File: src/rtl/uart_cfg_if.sv
// uart_cfg_if: 16-bit register I/O bus shared by the host and the UART
interface uart_cfg_if;
   logic iocs;
   logic iowr;
   logic iord;
   logic [2:0] ioaddr;
   logic [15:0] din;
   logic [15:0] dout;
   modport master (output iocs, iowr, iord, ioaddr, din, input dout);
   modport slave (input iocs, iowr, iord, ioaddr, din, output dout);
endinterface

File: src/rtl/uart_cfg.sv
// uart_cfg: parametrised UART on the 16-bit register bus with FIFOs, parity, break and overflow detection
module uart_cfg #(
   parameter int DBITS = 8,
   parameter int AW = 5,
   parameter int OVS = 16
) (
   input logic clk,
   input logic rst,
   uart_cfg_if.slave bus,
   input logic rxd,
   output logic txd,
   output logic txen
);
   localparam int CW = $clog2(OVS);
   localparam int BW = $clog2(DBITS);
   localparam int N = 1 << AW;
   typedef enum logic [2:0] {R_IDLE, R_START, R_DATA, R_PAR, R_STOP, R_WAITHI} rstate_t;
   typedef enum logic [2:0] {T_IDLE, T_START, T_DATA, T_PAR, T_STOP1, T_STOP2} tstate_t;
   rstate_t rs, rs_n;
   tstate_t ts, ts_n;
   logic wr, rd, en, ovr, rx_prev, r1, r2, rxs, unused;
   logic tx_empty, tx_full, rx_empty, rx_full, tx_push, tx_pop, rx_push, rx_pop, rx_wr, rx_flush, tx_flush;
   logic r_smp, r_pe, r_brk, rpb, t_end, t_go, tpb, tpen, tstop2, txd_n;
   logic [1:0] a, rpar;
   logic [4:0] ctrl;
   logic [15:0] baud, cnt;
   logic [CW-1:0] rcnt, tcnt;
   logic [BW-1:0] rbit, tbit;
   logic [DBITS-1:0] rsh, tsh, tsh_n, tx_head;
   logic [DBITS+2:0] rx_head;
   logic [DBITS-1:0] tx_mem [N];
   logic [DBITS+2:0] rx_mem [N];
   logic [AW:0] tx_wp, tx_rp, rx_wp, rx_rp;
   assign unused = ^{bus.ioaddr[2], bus.din};
   assign wr = bus.iocs & bus.iowr;
   assign rd = bus.iocs & bus.iord;
   assign a = bus.ioaddr[1:0];
   assign en = cnt == baud;
   assign rx_flush = wr && a == 2'd2 && bus.din[5];
   assign tx_flush = wr && a == 2'd2 && bus.din[6];
   assign tx_empty = tx_wp == tx_rp;
   assign rx_empty = rx_wp == rx_rp;
   assign tx_full = tx_wp == (tx_rp ^ (AW+1)'(N));
   assign rx_full = rx_wp == (rx_rp ^ (AW+1)'(N));
   assign tx_push = wr && a == 2'd0 && (!tx_full || tx_pop);
   assign rx_pop = rd && a == 2'd0 && !rx_empty;
   assign rx_wr = rx_push && (!rx_full || rx_pop);
   assign tx_head = tx_mem[tx_rp[AW-1:0]];
   assign rx_head = rx_mem[rx_rp[AW-1:0]];
   // half-duplex gate hides our own transmission from the receiver
   assign rxs = r2 | (ctrl[3] & txen);
   assign r_smp = en && rcnt == (rs == R_START ? CW'(OVS/2-1) : CW'(OVS-1));
   assign r_pe = rpar == 2'b01 ? rpb != ^rsh : rpar == 2'b10 ? rpb == ^rsh : rpar == 2'b11 ? !rpb : 1'b0;
   assign r_brk = rsh == '0 && !rpb && !rxs;
   assign t_end = en && tcnt == CW'(OVS-1);
   assign t_go = en && !tx_empty && !ctrl[4];
   always_ff @(posedge clk) begin
      if (tx_push) tx_mem[tx_wp[AW-1:0]] <= bus.din[DBITS-1:0];
      if (rx_wr) rx_mem[rx_wp[AW-1:0]] <= {!rxs, r_pe, r_brk, rsh};
   end
   always_ff @(posedge clk) begin
      if (rst) begin
         baud <= '0;
         cnt <= '0;
         ctrl <= '0;
         ovr <= 1'b0;
         r1 <= 1'b1;
         r2 <= 1'b1;
         rx_prev <= 1'b1;
         tx_wp <= '0;
         tx_rp <= '0;
         rx_wp <= '0;
         rx_rp <= '0;
         bus.dout <= '0;
      end else begin
         cnt <= (wr && a == 2'd1) || en ? '0 : cnt + 16'd1;
         if (wr && a == 2'd1) baud <= bus.din;
         if (wr && a == 2'd2) ctrl <= bus.din[4:0];
         r1 <= rxd;
         r2 <= r1;
         if (en) rx_prev <= rxs;
         tx_wp <= tx_flush ? '0 : tx_wp + (AW+1)'(tx_push);
         tx_rp <= tx_flush ? '0 : tx_rp + (AW+1)'(tx_pop);
         rx_wp <= rx_flush ? '0 : rx_wp + (AW+1)'(rx_wr);
         rx_rp <= rx_flush ? '0 : rx_rp + (AW+1)'(rx_pop);
         ovr <= (rx_push && !rx_wr) || (ovr && !rx_flush && !(rd && a == 2'd1));
         if (rd) bus.dout <= a == 2'd0 ? {1'b0, rx_head[DBITS+2:DBITS], 12'(rx_head[DBITS-1:0])}
            : a == 2'd1 ? {10'd0, txen, ovr, tx_empty, !tx_full, rx_full, !rx_empty}
            : a == 2'd2 ? {11'd0, ctrl} : 16'd0;
      end
   end
   always_comb begin
      rs_n = rs;
      rx_push = 1'b0;
      case (rs)
         R_IDLE: if (en && rx_prev && !rxs) rs_n = R_START;
         R_START: if (r_smp) rs_n = rxs ? R_IDLE : R_DATA;
         R_DATA: if (r_smp && rbit == BW'(DBITS-1)) rs_n = rpar != 2'b00 ? R_PAR : R_STOP;
         R_PAR: if (r_smp) rs_n = R_STOP;
         R_STOP: if (r_smp) begin
            rx_push = 1'b1;
            rs_n = r_brk ? R_WAITHI : R_IDLE;
         end
         R_WAITHI: if (en && rxs) rs_n = R_IDLE;
         default: rs_n = R_IDLE;
      endcase
   end
   always_ff @(posedge clk) begin
      if (rst) begin
         rs <= R_IDLE;
         rcnt <= '0;
         rbit <= '0;
         rsh <= '0;
         rpar <= 2'b00;
         rpb <= 1'b0;
      end else begin
         rs <= rs_n;
         rcnt <= r_smp || rs_n != rs ? '0 : rcnt + CW'(en);
         if (rs == R_IDLE) begin
            rpar <= ctrl[1:0];
            rbit <= '0;
            rpb <= 1'b0;
         end
         if (r_smp && rs == R_DATA) begin
            rsh <= {rxs, rsh[DBITS-1:1]};
            rbit <= rbit + BW'(1);
         end
         if (r_smp && rs == R_PAR) rpb <= rxs;
      end
   end
   always_comb begin
      ts_n = ts;
      tx_pop = 1'b0;
      case (ts)
         T_IDLE: if (t_go) begin
            tx_pop = 1'b1;
            ts_n = T_START;
         end
         T_START: if (t_end) ts_n = T_DATA;
         T_DATA: if (t_end && tbit == BW'(DBITS-1)) ts_n = tpen ? T_PAR : T_STOP1;
         T_PAR: if (t_end) ts_n = T_STOP1;
         T_STOP1, T_STOP2: if (t_end) begin
            if (ts == T_STOP1 && tstop2) ts_n = T_STOP2;
            else if (t_go) begin
               tx_pop = 1'b1;
               ts_n = T_START;
            end else ts_n = T_IDLE;
         end
         default: ts_n = T_IDLE;
      endcase
      tsh_n = tx_pop ? tx_head : (ts == T_DATA && t_end) ? tsh >> 1 : tsh;
      txd_n = ctrl[4] ? 1'b0 : ts_n == T_START ? 1'b0 : ts_n == T_DATA ? tsh_n[0] : ts_n == T_PAR ? tpb : 1'b1;
   end
   always_ff @(posedge clk) begin
      if (rst) begin
         ts <= T_IDLE;
         tcnt <= '0;
         tbit <= '0;
         tsh <= '0;
         tpb <= 1'b0;
         tpen <= 1'b0;
         tstop2 <= 1'b0;
         txd <= 1'b1;
         txen <= 1'b0;
      end else begin
         ts <= ts_n;
         tcnt <= t_end || ts_n != ts ? '0 : tcnt + CW'(en);
         tsh <= tsh_n;
         if (tx_pop) tbit <= '0;
         else if (ts == T_DATA && t_end) tbit <= tbit + BW'(1);
         if (tx_pop) begin
            tpen <= ctrl[1:0] != 2'b00;
            tstop2 <= ctrl[2];
            tpb <= ctrl[1:0] == 2'b11 || (ctrl[1:0] == 2'b01 && ^tx_head) || (ctrl[1:0] == 2'b10 && ~^tx_head);
         end
         txd <= txd_n;
         txen <= ctrl[4] | (ts_n != T_IDLE);
      end
   end
endmodule

File: src/flat_wrapper.sv
// flat-port wrapper written by rule: the top's interface ports become plain ports
module uart_cfg_flat 
#(
   parameter int DBITS = 8,
   parameter int AW = 5,
   parameter int OVS = 16
)
  (clk, rst, rxd, txd, txen, bus_iocs, bus_iowr, bus_iord, bus_ioaddr, bus_din, bus_dout);
  uart_cfg_if bus_i ();
  input logic clk;
  input logic rst;
  input logic rxd;
  output logic txd;
  output logic txen;
  input wire logic [$bits(bus_i.iocs)-1:0] bus_iocs;
  input wire logic [$bits(bus_i.iowr)-1:0] bus_iowr;
  input wire logic [$bits(bus_i.iord)-1:0] bus_iord;
  input wire logic [$bits(bus_i.ioaddr)-1:0] bus_ioaddr;
  input wire logic [$bits(bus_i.din)-1:0] bus_din;
  output wire logic [$bits(bus_i.dout)-1:0] bus_dout;
  assign bus_i.iocs = bus_iocs;
  assign bus_i.iowr = bus_iowr;
  assign bus_i.iord = bus_iord;
  assign bus_i.ioaddr = bus_ioaddr;
  assign bus_i.din = bus_din;
  assign bus_dout = bus_i.dout;
  uart_cfg #(.DBITS(DBITS), .AW(AW), .OVS(OVS)) u_core (.clk(clk), .rst(rst), .bus(bus_i), .rxd(rxd), .txd(txd), .txen(txen));
endmodule
File: config.mk
export PLATFORM = sky130hd
export DESIGN_NAME = uart_cfg_flat
export DESIGN_NICKNAME = d
export VERILOG_FILES = /design/src/rtl/uart_cfg_if.sv /design/src/rtl/uart_cfg.sv /design/src/flat_wrapper.sv
export SDC_FILE = /design/constraint.sdc
export NUM_CORES = 1
export LEC_CHECK = 0
export CAP_MARGIN = 20
export CORE_MARGIN = 2
export CORE_UTILIZATION = 50
export DETAILED_ROUTE_END_ITERATION = 7
export DONT_BUFFER_PORTS = 1
export SYNTH_ARGS = -nofsm -noshare
export SYNTH_HDL_FRONTEND = slang
export SYNTH_SLANG_ARGS = --single-unit
File: constraint.sdc
create_clock -name clk -period 4.3 [get_ports clk]
set_input_delay 0.43 -clock clk [delete_from_list [all_inputs] [get_ports clk]]
set_output_delay 0.43 -clock clk [all_outputs]
set_load 0.02 [all_outputs]
==> results of run 1 <==
==> power by group <==
group	total (mW)	internal (mW)	switching [mW]	leakage [nW]
logic	0.434	0.176	0.258	2.85
clock network	6.17	3.48	2.69	1.14
registers	7.68	7.63	0.0549	6.52
==> metal layers <==
layer  track usage [%]  up-vias  routed length (um)
met2             34.31      380               30320
met4             8.268        0                2198
met1             29.14     7717               26560
li1                  -     6852                   -
met3             3.754      119                3041
met5                 0        -                   0
==> critical path, delay by kind of cell (launching register included) <==
family / cells / cell delay, ps
xor gates and xnor gates: 1 / 160
DFF: 1 / 340
and+or+nand+nor: 7 / 3050
==> cell families after synthesis <==
| family | count (synthesis) | synth area share, % |
|---|---|---|
| mux | 216 | 13.99 |
| compound gates | 161 | 3.648 |
| xor+xnor | 74 | 2.226 |
| flops | 728 | 70.96 |
| fa+ha+maj | 21 | 0.9024 |
| other cells | 1 | 0.01288 |
| buf+inv | 114 | 1.882 |
| simple gates | 398 | 6.386 |
==> timing repair <==
item / CTS / global route
buffers inserted: 0 / 0
hold endpoints to repair: 329 / 0
hold buffers: 18 / 0
==> cell usage in the layout, fill, tap and decap left out, types with 7 or more instances in the layout <==
master | netlist | layout
sky130_fd_sc_hd__nor2b_1 | 17 | 17
sky130_fd_sc_hd__nor2_1 | 165 | 165
sky130_fd_sc_hd__dfxtp_1 | 120 | 115
sky130_fd_sc_hd__nand3b_1 | 12 | 12
sky130_fd_sc_hd__edfxtp_1 | 608 | 608
sky130_fd_sc_hd__ha_1 | 21 | 21
sky130_fd_sc_hd__a22oi_1 | 17 | 17
sky130_fd_sc_hd__dlygate4sd3_1 | 0 | 9
sky130_fd_sc_hd__mux2i_1 | 57 | 57
sky130_fd_sc_hd__clkbuf_1 | 49 | 21
sky130_fd_sc_hd__nand3_1 | 27 | 27
sky130_fd_sc_hd__o221ai_1 | 8 | 8
sky130_fd_sc_hd__clkinv_2 | 0 | 10
sky130_fd_sc_hd__a21oi_1 | 57 | 57
sky130_fd_sc_hd__mux4_2 | 152 | 152
sky130_fd_sc_hd__a211oi_1 | 20 | 20
sky130_fd_sc_hd__clkbuf_16 | 0 | 76
sky130_fd_sc_hd__buf_12 | 1 | 13
sky130_fd_sc_hd__and2_1 | 14 | 14
sky130_fd_sc_hd__o22ai_1 | 8 | 8
sky130_fd_sc_hd__a31oi_1 | 8 | 7
sky130_fd_sc_hd__xnor2_1 | 33 | 33
sky130_fd_sc_hd__o21ai_0 | 11 | 11
sky130_fd_sc_hd__nand2_1 | 95 | 95
sky130_fd_sc_hd__nor3_1 | 16 | 16
sky130_fd_sc_hd__clkinv_1 | 1 | 14
sky130_fd_sc_hd__inv_1 | 16 | 16
sky130_fd_sc_hd__xor2_1 | 41 | 41
sky130_fd_sc_hd__buf_4 | 8 | 81
==> flip-flops by register name (all words and copies together), names as in the netlist, 5 cells and up <==
register	flops
u_core.rsh	8
u_core.baud	16
u_core.tsh	8
u_core.cnt	16
u_core.rx_rp	6
u_core.tx_wp	6
u_core.bus.dout	11
u_core.tx_rp	6
u_core.rx_wp	6
u_core.tx_mem	256
u_core.ctrl	5
u_core.rx_mem	352
==> layout make-up <==
| class | instances | area (um^2) | share of cell area [%] |
|---|---|---|---|
| clock buffers | 102 | 2034 | 6.169 |
| clock inverters | 37 | 305.3 | 0.9257 |
| inverters | 18 | 67.56 | 0.2049 |
| multi-input cells | 875 | 7936 | 24.06 |
| flip-flops and latches | 728 | 20670 | 62.68 |
| well taps | 765 | 957.2 | 2.902 |
| repair buffers | 106 | 1006 | 3.050 |
==> final timing paths <==
path | start | endpoint | slack (ps) | cells after the start
worst max register to register | u_core.cnt[10] | u_core.tx_mem[5][6] | 380 | 8
worst max-delay path | u_core.cnt[10] | u_core.tx_mem[5][6] | 380 | 8
worst min register to register | u_core.r1 | u_core.r2 | 420 | 1
worst min-delay path | rst | u_core.tx_rp[1] | 50 | 2
==> through the flow <==
stage	hold slack [ps]	area (um^2)	utilization [%]
2_1_floorplan	389.5	29130	-
3_3_place_gp	397.3	30340	52.69
3_5_place_dp	393.2	30340	52.69
4_1_cts	11.60	32960	57.24
5_1_grt	32.23	32980	57.27
6_report	50.32	32980	57.27
==> run summary, run 1 <==
SYNTHESIS
--------------------------------------------------------------------------------------------------------
Post-Syn Instances                                                                                  1713
Post-synthesis cell type with the largest combined area                                     sky130_fd_sc_hd__edfxtp_1
Count leader, synth                                                                         sky130_fd_sc_hd__edfxtp_1
Post-synthesis cell area                                                                      29120 um^2
Mapped Avg Cell Area                                                                          17.00 um^2
EDFF count, synth                                                                                    608
Top_reg_cell synth                                                                          sky130_fd_sc_hd__edfxtp_1
Number of synthesized register bits                                                                  728
Post-synth top cells                                                                        608 x sky130_fd_sc_hd__edfxtp_1, 165 x sky130_fd_sc_hd__nor2_1, 152 x sky130_fd_sc_hd__mux4_2
Portion of synthesized cell area occupied by the leading cell type                                62.70%
Sequential fraction of the synthesis area                                                         70.96%
Top cells by area, synth                                                                    sky130_fd_sc_hd__edfxtp_1 63%, sky130_fd_sc_hd__mux4_2 12%, sky130_fd_sc_hd__dfxtp_1 8.3%, sky130_fd_sc_hd__nor2_1 2.1%, sky130_fd_sc_hd__mux2i_1 2.0%
Synthesis warning total                                                                                0
Number of library cell types mapped by synthesis                                                      61
Async set-or-reset flop fraction in the synthesized netlist                                           0%

CLOCK NETWORK
--------------------------------------------------------------------------------------------------------
Level count of the clock H-tree                                                                        3
Num Clock Sinks                                                                                      728
TritonCTS clock tree                                                                                done
Post-CTS clock slew at the launch and capture registers of the worst setup and hold paths          60 ps
Buffers from clock root to sink, at most                                                               3
Number of clock buffers inserted by TritonCTS                                                         76
Worst-skew pair later-pin latency                                                                 620 ps
Post_cts resized                                                                                       0
Root Driver                                                                                 sky130_fd_sc_hd__clkbuf_16

FINISH
--------------------------------------------------------------------------------------------------------
Number of filler cells placed in the layout                                                         4394
Area grow syn2layout                                                                              13.27%
Final-stage net count                                                                               1851
Total inserted antenna cells                                                                           0
Share of cells above drive strength 1                                                             20.58%
Number of standard cells in the layout, taps in and fillers out                                     2631

CRITICAL PATH
--------------------------------------------------------------------------------------------------------
Slowest stage cell on the critical path                                                     sky130_fd_sc_hd__nor2_1
CP Data Arrival Time                                                                             4160 ps
Worst Path Required                                                                              4550 ps
Max incr delay on CP                                                                              840 ps
Cell occurring most often along the worst timing path                                       sky130_fd_sc_hd__nor4_2
Startpoint Class                                                                                register
CP endpoint kind                                                                                register
Worst path cell trace                                                                       xor2_1, nor4_1, nand4_1, nor4_2, nor2b_1, nor4_2, nand3b_1, nor2_1
Top fanout value on the critical path                                                                  8
Worst Setup Path Type                                                                            reg2reg

PWR
--------------------------------------------------------------------------------------------------------
Maximum vdd drop                                                                             0.0003606 V
Power density over the cells                                                                433.2 nW/um^2
Total chip power                                                                                14.29 mW
Leak pwr                                                                                        10.51 nW

GRT
--------------------------------------------------------------------------------------------------------
Largest net degree at the start of global routing                                                     74
Total global routing overflow                                                                          0
Overall track demand over capacity in global routing                                              21.30%
Initial antenna violation count                                                                        0
Via count of the first global-routing pass                                                         15260
Global-route wire length before repair                                                          95.01 mm

PLACEMENT
--------------------------------------------------------------------------------------------------------
Routability congestion estimate                                                                   0.7753
Detail Placement HPWL                                                                           38.78 mm
Count of input and output buffers                                                                      0
Post-placement cell count                                                                           2472
Worst-case setup slack after placement                                                          305.6 ps

FLOORPLAN
--------------------------------------------------------------------------------------------------------
Number of primary I/O pins                                                                            43
Total number of placement rows                                                                        88
Starting Density                                                                                  50.56%
Chip Width                                                                                      245.3 um
Area inside the core boundary                                                                 57590 um^2
Height of the die                                                                               245.3 um
Total die area                                                                                60180 um^2

TIMING
--------------------------------------------------------------------------------------------------------
Highest clock rate                                                                             255.4 MHz
Final setup violation count                                                                            0
Worst slew margin relative to its limit                                                           39.85%
Final critical path time including I/O delays and setup                                          3916 ps
Final clock skew                                                                                21.12 ps
Measured slew at the worst slew-check pin                                                       899.3 ps
Final hold violation count                                                                             0
RSZ-0062 raised after global routing                                                               false
Number of max-slew violations in the final report                                                      0
Setup TNS                                                                                           0 ps
Final worst-path cycle share                                                                      91.07%
Final worst slack                                                                               384.2 ps

DRT
--------------------------------------------------------------------------------------------------------
1st-iter DRT viols                                                                                  1234
Total length of routed wires                                                                    62.12 mm
Routed WL per cell                                                                              23.61 um
Number of vias after detailed routing                                                              15070
Number of remaining DRC errors                                                                         0
Avg Vias per Cell                                                                                  5.727
TritonRoute pass-1 iters                                                                               6
Post-detailed-route count of antenna-violating nets                                                    0

RUN STATUS
--------------------------------------------------------------------------------------------------------
Status                                                                                      finished, final reports clean

HOLD PATH
--------------------------------------------------------------------------------------------------------
Hold Path Class                                                                                   in2reg

JOB
--------------------------------------------------------------------------------------------------------
Reported max-cap violation count                                                                       0

Note: power is estimated with default switching activity, not from simulation.
==> inputs of run 2 (changes only) <==
--- a/config.mk
+++ b/config.mk
@@ -6,6 +6,7 @@
 export NUM_CORES = 1
 export LEC_CHECK = 0
 export CAP_MARGIN = 20
+export CORE_ASPECT_RATIO = 2
 export CORE_MARGIN = 2
 export CORE_UTILIZATION = 50
 export DETAILED_ROUTE_END_ITERATION = 7
==> run summary, run 2 (synthesized netlist as in run 1, its figures left out) <==
FINISH
--------------------------------------------------------------------------------------------------------
Number of standard cells in the layout, taps in and fillers out                                     2597
Commonest non-fill, non-tap cell in the layout                                              sky130_fd_sc_hd__edfxtp_1
Final-stage net count                                                                               1830
Leading cell types in the layout, fill and taps excluded                                    608 x sky130_fd_sc_hd__edfxtp_1, 165 x sky130_fd_sc_hd__nor2_1, 152 x sky130_fd_sc_hd__mux4_2
Number of flip-flops under the largest register name                                                 352
Share of cells above drive strength 1                                                             19.96%
Area grow syn2layout                                                                              12.11%

CLOCK NETWORK
--------------------------------------------------------------------------------------------------------
Level count of the clock H-tree                                                                        2
Num Clock Sinks                                                                                      728
Root Driver                                                                                 sky130_fd_sc_hd__clkbuf_16
TritonCTS clock tree                                                                                done
Post-CTS clock slew at the launch and capture registers of the worst setup and hold paths          70 ps
Buffers from clock root to sink, at most                                                               3
Worst-skew pair later-pin latency                                                                 630 ps
Number of clock buffers inserted by TritonCTS                                                         60
Post_cts resized                                                                                       0

TIMING
--------------------------------------------------------------------------------------------------------
Highest clock rate                                                                             257.7 MHz
Final hold violation count                                                                             0
RSZ-0062 raised after global routing                                                               false
Final clock skew                                                                                24.35 ps
Measured slew at the worst slew-check pin                                                       842.4 ps
Final worst-path cycle share                                                                      90.24%
Number of max-slew violations in the final report                                                      0
Setup TNS                                                                                           0 ps
Worst slew margin relative to its limit                                                           43.63%
Final critical path time including I/O delays and setup                                          3880 ps
Smallest hold slack                                                                             33.73 ps
Final setup violation count                                                                            0

FLOORPLAN
--------------------------------------------------------------------------------------------------------
Number of primary I/O pins                                                                            43
Area inside the core boundary                                                                 57870 um^2
Height of the die                                                                               345.3 um
Total die area                                                                                60300 um^2
Starting Density                                                                                  50.32%
Chip Width                                                                                      174.6 um
Total number of placement rows                                                                       125

GRT
--------------------------------------------------------------------------------------------------------
Via count of the first global-routing pass                                                         15980
Initial antenna violation count                                                                        2
Met1 GRT Util                                                                                     24.33%
Global-route wire length before repair                                                          101.5 mm
GR met2 Demand/Resource                                                                           44.59%
Most utilized layer in the global route result                                                      met2
Total global routing overflow                                                                          0
Overall track demand over capacity in global routing                                              23.07%
Largest net degree at the start of global routing                                                     72
Met3 track demand over resource in global routing                                                 3.243%

HOLD PATH
--------------------------------------------------------------------------------------------------------
Hold Path Class                                                                                   in2reg
Number of instances on the worst hold path                                                             2
Capture endpoint of the worst hold path                                                     u_core.baud[5]
Hold Crit Start                                                                               bus_din[5]

PWR
--------------------------------------------------------------------------------------------------------
Power spent charging and discharging nets                                                       2.803 mW
Cell Int Power                                                                                  11.04 mW
Power density over the cells                                                                424.0 nW/um^2
Share of power burned in registers                                                                 55.5%
Relative contribution of the clock network to total power                                          41.2%
Leak pwr                                                                                        10.34 nW
Combinational fraction of design power                                                              3.3%
Switching power share of the total                                                                20.25%
Total chip power                                                                                13.84 mW
Maximum vdd drop                                                                             0.0003106 V

CRITICAL PATH
--------------------------------------------------------------------------------------------------------
Top fanout value on the critical path                                                                  8
Startpoint Class                                                                                register
Worst Setup Path Type                                                                            reg2reg
Worst Path Required                                                                              4540 ps
CP Data Arrival Time                                                                             4120 ps
Start of the worst register-to-register path                                                u_core.baud[15]
Reg2Reg Capture Point                                                                       u_core.tx_mem[30][0]
Setup slack on the worst flop-to-flop path                                                        420 ps
CP endpoint kind                                                                                register
Number of cells on the worst reg-to-reg path                                                           8

DRT
--------------------------------------------------------------------------------------------------------
Post-detailed-route count of antenna-violating nets                                                    0
Number of vias after detailed routing                                                              15020
TritonRoute pass-1 iters                                                                               5
Number of remaining DRC errors                                                                         0
1st-iter DRT viols                                                                                  1031
Routed WL per cell                                                                              26.27 um
Avg Vias per Cell                                                                                  5.785
Total length of routed wires                                                                    68.22 mm

PLACEMENT
--------------------------------------------------------------------------------------------------------
Post-placement cell count                                                                           2463
Routability congestion estimate                                                                   0.8630
Detail Placement HPWL                                                                           45.37 mm
Count of input and output buffers                                                                      0

RUN STATUS
--------------------------------------------------------------------------------------------------------
Status                                                                                      finished, final reports clean

JOB
--------------------------------------------------------------------------------------------------------
Reported max-cap violation count                                                                       0

## run 2: changes by cell type in the layout (fill, tap and decap cells not counted), sizes merged
cell | previous run | this run
clkbuf | 102 | 75
buf | 97 | 90
bufinv | 2 | 9
inv | 22 | 17
clkinv | 28 | 25
clkinvlp | 3 | 5
diode | 0 | 1
dlygate4sd3 | 9 | 10
## run 2: worst max-delay path, cell delays in order (launching register included)
cell                       delay (ps)
sky130_fd_sc_hd__dfxtp_1          320
sky130_fd_sc_hd__xor2_1           160
sky130_fd_sc_hd__nor4_1           380
sky130_fd_sc_hd__nand4_1          450
sky130_fd_sc_hd__nor4_2           380
sky130_fd_sc_hd__nor2b_1          100
sky130_fd_sc_hd__nor4_2           350
sky130_fd_sc_hd__nand3b_1         530
sky130_fd_sc_hd__nor2_1           830
## run 2: cell type report
class / instances / area [um^2]
clock inverters: 38 / 422.9
flip-flops and latches: 728 / 20670
inverters: 18 / 67.56
clock buffers: 74 / 1637
diodes: 1 / 2.502
repair buffers: 101 / 948.4
multi-input cells: 875 / 7936
fillers: 4564 / 25230
well taps: 762 / 953.4
## run 2: power by group through the flow
stage                     Combinational [mW]  Sequential [mW]  Clock [mW]
after CTS                              0.459             7.68        5.81
after floorplan                        0.300             7.81           0
final                                  0.455             7.68        5.71
after global placement                 0.361             7.83           0
after global routing                   0.499             7.68        6.06
after detailed placement               0.371             7.83           0
## run 2: how the worst max path moves through the flow
stage	startpoint	end	slack [ps]	cells past startpoint
floorplan	u_core.cnt[0]	u_core.rx_mem[0][0]	1200	10
finish	u_core.baud[15]	u_core.tx_mem[30][0]	420	8
global placement	u_core.cnt[10]	u_core.tx_mem[21][0]	360	8
CTS	u_core.cnt[10]	u_core.tx_mem[2][4]	410	8
global route	u_core.cnt[5]	u_core.tx_mem[2][4]	180	8
detailed placement	u_core.cnt[10]	u_core.tx_mem[2][1]	430	8
## run 2: repair_timing
action	4_1_cts	5_1_grt
hold buffers	19	0
setup endpoints to repair	0	0
buffers inserted	0	0
hold endpoints to repair	327	0
## run 2: layer usage
metal / share of wire, % / up-vias
met4: 4.8 / 2
met2: 57 / 317
met1: 34 / 7785
met3: 3.7 / 121
li1: - / 6798
met5: 0.0073 / -
## run 2: per-stage QoR
step	util (%)	area (um^2)	setup WS, ps
finish	56.41	32640	419.9
global route	56.41	32640	180.8
CTS	56.36	32620	406.6
detailed placement	52.31	30270	431.6
global placement	52.31	30270	356.2
floorplan	-	29130	1204
